File: src/rtl/pipe_stage_reg.sv
`default_nettype none
// ============================================================================
// Module   : pipe_stage_reg
// Brief    : Parametrised pipeline stage register, valid/ready with 2-entry
//            skid buffer, synchronous flush, bubble control on empty.
//            Optional perf counters enabled by macro PIPE_STAGE_PERF_EN.
// Revision : 1.0 - initial release
// ============================================================================
module pipe_stage_reg #(
   parameter int                DATA_W      = 128,
   parameter int                CTRL_W      = 12,
   parameter logic [CTRL_W-1:0] CTRL_BUBBLE = {CTRL_W{1'b0}}
) (
   input  logic              clk,
   input  logic              rst,
   input  logic              flush,
   input  logic              in_valid,
   output logic              in_ready,
   input  logic [DATA_W-1:0] in_data,
   input  logic [CTRL_W-1:0] in_ctrl,
   output logic              out_valid,
   input  logic              out_ready,
   output logic [DATA_W-1:0] out_data,
`ifdef PIPE_STAGE_PERF_EN
   output logic [CTRL_W-1:0] out_ctrl,
   output logic [15:0]       stall_cnt,
   output logic [15:0]       flush_cnt
`else
   output logic [CTRL_W-1:0] out_ctrl
`endif
);

   typedef enum logic [1:0] {
      S_EMPTY = 2'd0,
      S_ONE   = 2'd1,
      S_TWO   = 2'd2
   } state_t;

   state_t              r_state;
   state_t              w_state_nxt;
   logic                r_in_ready;
   logic [DATA_W-1:0]   r_main_data;
   logic [CTRL_W-1:0]   r_main_ctrl;
   logic [DATA_W-1:0]   r_skid_data;
   logic [CTRL_W-1:0]   r_skid_ctrl;
   logic                w_main_valid;
   logic                w_skid_valid;
   logic                w_accept;
   logic                w_issue;
   logic                w_load_main_in;
   logic                w_load_main_skid;
   logic                w_load_skid;

   assign w_main_valid = (r_state != S_EMPTY);
   assign w_skid_valid = (r_state == S_TWO);
   assign w_accept     = in_valid & r_in_ready;
   assign w_issue      = w_main_valid & out_ready;

   assign in_ready  = r_in_ready;
   assign out_valid = w_main_valid;
   assign out_data  = r_main_data;
   assign out_ctrl  = w_main_valid ? r_main_ctrl : CTRL_BUBBLE;

   always_comb begin
      w_state_nxt      = r_state;
      w_load_main_in   = 1'b0;
      w_load_main_skid = 1'b0;
      w_load_skid      = 1'b0;
      if (flush) begin
         w_state_nxt = S_EMPTY;
      end else begin
         case (r_state)
            S_EMPTY: begin
               if (w_accept) begin
                  w_state_nxt    = S_ONE;
                  w_load_main_in = 1'b1;
               end
            end
            S_ONE: begin
               if (w_accept && w_issue) begin
                  w_load_main_in = 1'b1;
               end else if (w_accept) begin
                  w_state_nxt = S_TWO;
                  w_load_skid = 1'b1;
               end else if (w_issue) begin
                  w_state_nxt = S_EMPTY;
               end
            end
            S_TWO: begin
               // in_ready is low here, so only the drain path exists
               if (w_issue) begin
                  w_state_nxt      = S_ONE;
                  w_load_main_skid = 1'b1;
               end
            end
            default: w_state_nxt = S_EMPTY;
         endcase
      end
   end

   // in_ready is registered from the next state so it never depends on inputs
   always_ff @(posedge clk or negedge rst) begin
      if (!rst) begin
         r_state    <= S_EMPTY;
         r_in_ready <= 1'b1;
      end else begin
         r_state    <= w_state_nxt;
         r_in_ready <= (w_state_nxt != S_TWO);
      end
   end

   always_ff @(posedge clk or negedge rst) begin
      if (!rst) begin
         r_main_data <= '0;
         r_main_ctrl <= '0;
         r_skid_data <= '0;
         r_skid_ctrl <= '0;
      end else begin
         if (w_load_main_in) begin
            r_main_data <= in_data;
            r_main_ctrl <= in_ctrl;
         end else if (w_load_main_skid) begin
            r_main_data <= r_skid_data;
            r_main_ctrl <= r_skid_ctrl;
         end
         if (w_load_skid) begin
            r_skid_data <= in_data;
            r_skid_ctrl <= in_ctrl;
         end
      end
   end

`ifdef PIPE_STAGE_PERF_EN
   logic [15:0] r_stall_cnt;
   logic [15:0] r_flush_cnt;

   assign stall_cnt = r_stall_cnt;
   assign flush_cnt = r_flush_cnt;

   always_ff @(posedge clk or negedge rst) begin
      if (!rst) begin
         r_stall_cnt <= '0;
         r_flush_cnt <= '0;
      end else begin
         if (w_main_valid && !out_ready && (r_stall_cnt != 16'hFFFF)) begin
            r_stall_cnt <= r_stall_cnt + 16'd1;
         end
         if (flush && (w_main_valid || w_skid_valid) && (r_flush_cnt != 16'hFFFF)) begin
            r_flush_cnt <= r_flush_cnt + 16'd1;
         end
      end
   end
`endif

endmodule
`default_nettype wire

File: config.mk
export PLATFORM = sky130hd
export DESIGN_NAME = pipe_stage_reg
export DESIGN_NICKNAME = d
export VERILOG_FILES = /design/src/rtl/pipe_stage_reg.sv
export SDC_FILE = /design/constraint.sdc
export NUM_CORES = 1
export LEC_CHECK = 0
export BUFFER_PORTS_ARGS = -buffer_cell sky130_fd_sc_hd__clkbuf_2
export CAP_MARGIN = 20
export CELL_PAD_IN_SITES_DETAIL_PLACEMENT = 1
export CELL_PAD_IN_SITES_GLOBAL_PLACEMENT = 2
export CORE_ASPECT_RATIO = 2
export CORE_MARGIN = 2
export CORE_UTILIZATION = 31
export DETAILED_ROUTE_END_ITERATION = 8
export PLACE_DENSITY_LB_ADDON = 0.1
export SETUP_SLACK_MARGIN = 0.4
export SLEW_MARGIN = 20
export SYNTH_ARGS = -nofsm -noshare
export SYNTH_HDL_FRONTEND = slang
export SYNTH_SLANG_ARGS = --single-unit
File: constraint.sdc
create_clock -name clk -period 1.85 [get_ports clk]
set_clock_uncertainty 0.2 [all_clocks]
set_input_delay 0.2775 -clock clk [delete_from_list [all_inputs] [get_ports clk]]
set_output_delay 0.2775 -clock clk [all_outputs]
set_load 0.05 [all_outputs]
==> flow_summary.yaml <==
global_routing:
  grt_use_total: 0.212
  grt_pass1_vias: 10300
  grt_max_degree: 47
  grt_pass1_wl_mm: 63.0
  gr-total-overflow: 0
  grt_antenna_before_repair: 2
cts:
  h-tree-depth: 1
  clock_latency_ns: 0.56
  cts.reportedPaths.clkPinSlew_ns: 0.06
  root_buffer: "clkbuf_16"
  cts_tree: "built"
  cts_buffer_depth: 3
  numCtsBuffers: 29
  cts_sinks: 283
timing:
  worst_slack_ns: -0.298
  fmax_mhz: 465
  rsz0062_at_grt: "true"
  slew_violations: 0
  fin_crit_ns: 2.15
  relSlewSlack: 0.756
  fin_crit_sh: 1.16
  setup_viol: 295
  whs_ns: 0.00358
  tightestPinTransition_ns: 0.366
  hold_violations: 0
  finalSetupTns_ns: -30.99
synth:
  async_flop_share: 1.00
  synth-seq-cells: 283
  ys_types: 23
  syn_avg_cell_area_sq_um: 12.2
  synth_nets: 1082
  ys_top_cells_by_area: "dfrtp_1, nand2_1, a22oi_1, mux2_1, mux2_2"
  synth_top_area_share: 0.618
  synth_edf_count: 0
  yosysMostFrequentCell: "dfrtp_1"
  yosysSeqAreaShare: 0.620
  ys.flop_type: "dfrtp_1"
  syn_inst: 937
  ys_top_cells_by_count: "dfrtp_1, nand2_1, a22oi_1, mux2_1, mux2_2"
  synth-warning-count: 0
  synth_largest_area_cell: "dfrtp_1"
  netlist_area_sq_mm: 0.0114
power_and_ir_drop:
  irDropWorstVdd_mv: 0.851
  p_leak_nw: 9.96
  powerDensity_mw_per_mm2: 1060
flow_run:
  cap_violations: 0
route:
  routed_via_density: 4.97
  dr.pass1.iters: 4
  routed_wirelength_mm: 49.0
  m1WireLength_mm: 17.7
  vias: 9854
  dr.first_iter.drc_count: 317
  dr.max_layer_used: "met4"
  ant_nets: 0
  drcViolationCount: 0
  route.met2.wl_mm: 28.0
  wl_per_cell_microns: 24.7
  wl_met3_mm: 1.54
critical_path:
  required_ns: 1.37
  crit_path_end_kind: "output pin"
  cp-start-kind: "flip-flop"
  crit_chain: "buf_6 -> nor2_4 -> clkbuf_16 -> nor2b_4 -> buf_8"
  cp_slowest_cell: "dfrtp_1"
  cp_max_fo: 6
  arrival_ns: 1.67
  critical_path_class: "flip-flop to output pin"
  max_stage_delay_ns: 0.40
placement:
  placedCellCount: 1656
  dp_hpwl_mm: 23.5
  port_buffers: 286
  place_congestion: 0.711
finish:
  final_util: 0.553
  instances_no_fill: 1983
  area_growth_pct: 76.2
  drive_gt1_frac: 0.546
  fin_nets: 1655
  fillers: 3677
floorplanning:
  start_util: 0.314
  die_y_microns: 276
  row_count: 99
  dieArea_sq_mm: 0.0385
  core_sq_mm: 0.0364
  num_io_pins: 287
  die_w_microns: 140
outcome:
  status: "complete, but fails checks"
  violations: "negative setup slack"
min_path:
  hold_path_class: "primary input to async pin"
[per-layer routing]
metal  up-vias  GRT usage
li1       4408          -
met1      5111      0.236
met2       253      0.411
met3        82     0.0250
met4         0     0.0795
met5         -          0
[placed cells by master, fill, tap and decap left out, drive strengths merged, types with 4 or more instances in the layout]
cell type,synthesis,routed
dfrtp,282,282
nor2,4,4
a22oi,138,138
nand2,279,279
mux2,140,140
clkbuf,5,301
nor2b,13,13
mux2i,4,4
buf,59,204
clkinv,0,4
dlygate4sd3,0,143
[final cells by class]
type / instances / area (sq um) / area share
Antenna cell: 2 / 5.00 / 0.000249
Clock buffer: 42 / 825 / 0.0409
Clock inverter: 6 / 61.3 / 0.00304
Inverter: 2 / 10.0 / 0.000497
Multi-Input combinational cell: 588 / 5100 / 0.253
Sequential cell: 283 / 7090 / 0.352
Tap cell: 454 / 568 / 0.0282
Timing Repair Buffer: 606 / 6480 / 0.322
[logic make-up after synthesis]
kind of cell,after synthesis,synth area share
muxes,144,0.141
DFF,283,0.620
AOI/OAI and AO/OA,143,0.0941
and+or+nand+nor,301,0.103
buffers and inverters,66,0.0412
[sequential cells by signal, indices dropped and copies added, names as in the netlist]
register and flops:
in_ready 1, r_skid_ctrl 12, r_state 2, r_main_ctrl 12, r_skid_data 128, out_data 128
[stage by stage]
stage               worst slack, ns  total power, mW  instance area [sq um]
global placement            -0.0406             13.3                  13600
global route                 -0.349             22.2                  20100
detailed placement          -0.0950             13.4                  13600
floorplan                    -0.112             11.8                  11600
finish                       -0.298             21.3                  20100
CTS                          -0.356             19.9                  17600
[what timing repair did]
action | 4_1_cts | 5_1_grt
hold endpoints to repair | 565 | 0
hold buffers | 143 | 0
setup endpoints to repair | 425 | 425
pin swaps | 4 | 108
setup buffers | 28 | 39
gates resized for setup | 105 | 508
gates cloned | 30 | 37
[final timing paths]
check,slack [ns],start,cells after the start,to
max,-0.30,r_state[0]$_DFF_PN0_,5,out_ctrl[10]
min,0.004,rst,2,out_data[79]$_DFFE_PN0P_
max reg2reg,-0.20,in_ready$_DFF_PN1_,8,r_skid_data[63]$_DFFE_PN0P_
min reg2reg,0.26,out_data[78]$_DFFE_PN0P_,2,out_data[78]$_DFFE_PN0P_
max in group asynchronous,0.81,rst,3,out_data[67]$_DFFE_PN0P_
min in group clk,0.13,out_ready,5,r_state[0]$_DFF_PN0_
[power by group]
part / internal (mW) / total, mW / leakage [nW] / switching (mW)
sequential: 7.70 / 8.82 / 3.49 / 1.12
clock: 3.20 / 5.72 / 0.433 / 2.52
combinational: 3.01 / 6.76 / 6.04 / 3.74
total: 13.9 / 21.3 / 9.96 / 7.38
[critical path: cells and delay by family, from the launching register on]
family	cells	cell delay, ns
DFF	1	0.40
buffers and inverters	3	0.49
and+or+nand+nor	2	0.23
Note: power is estimated with default switching activity, not from simulation.
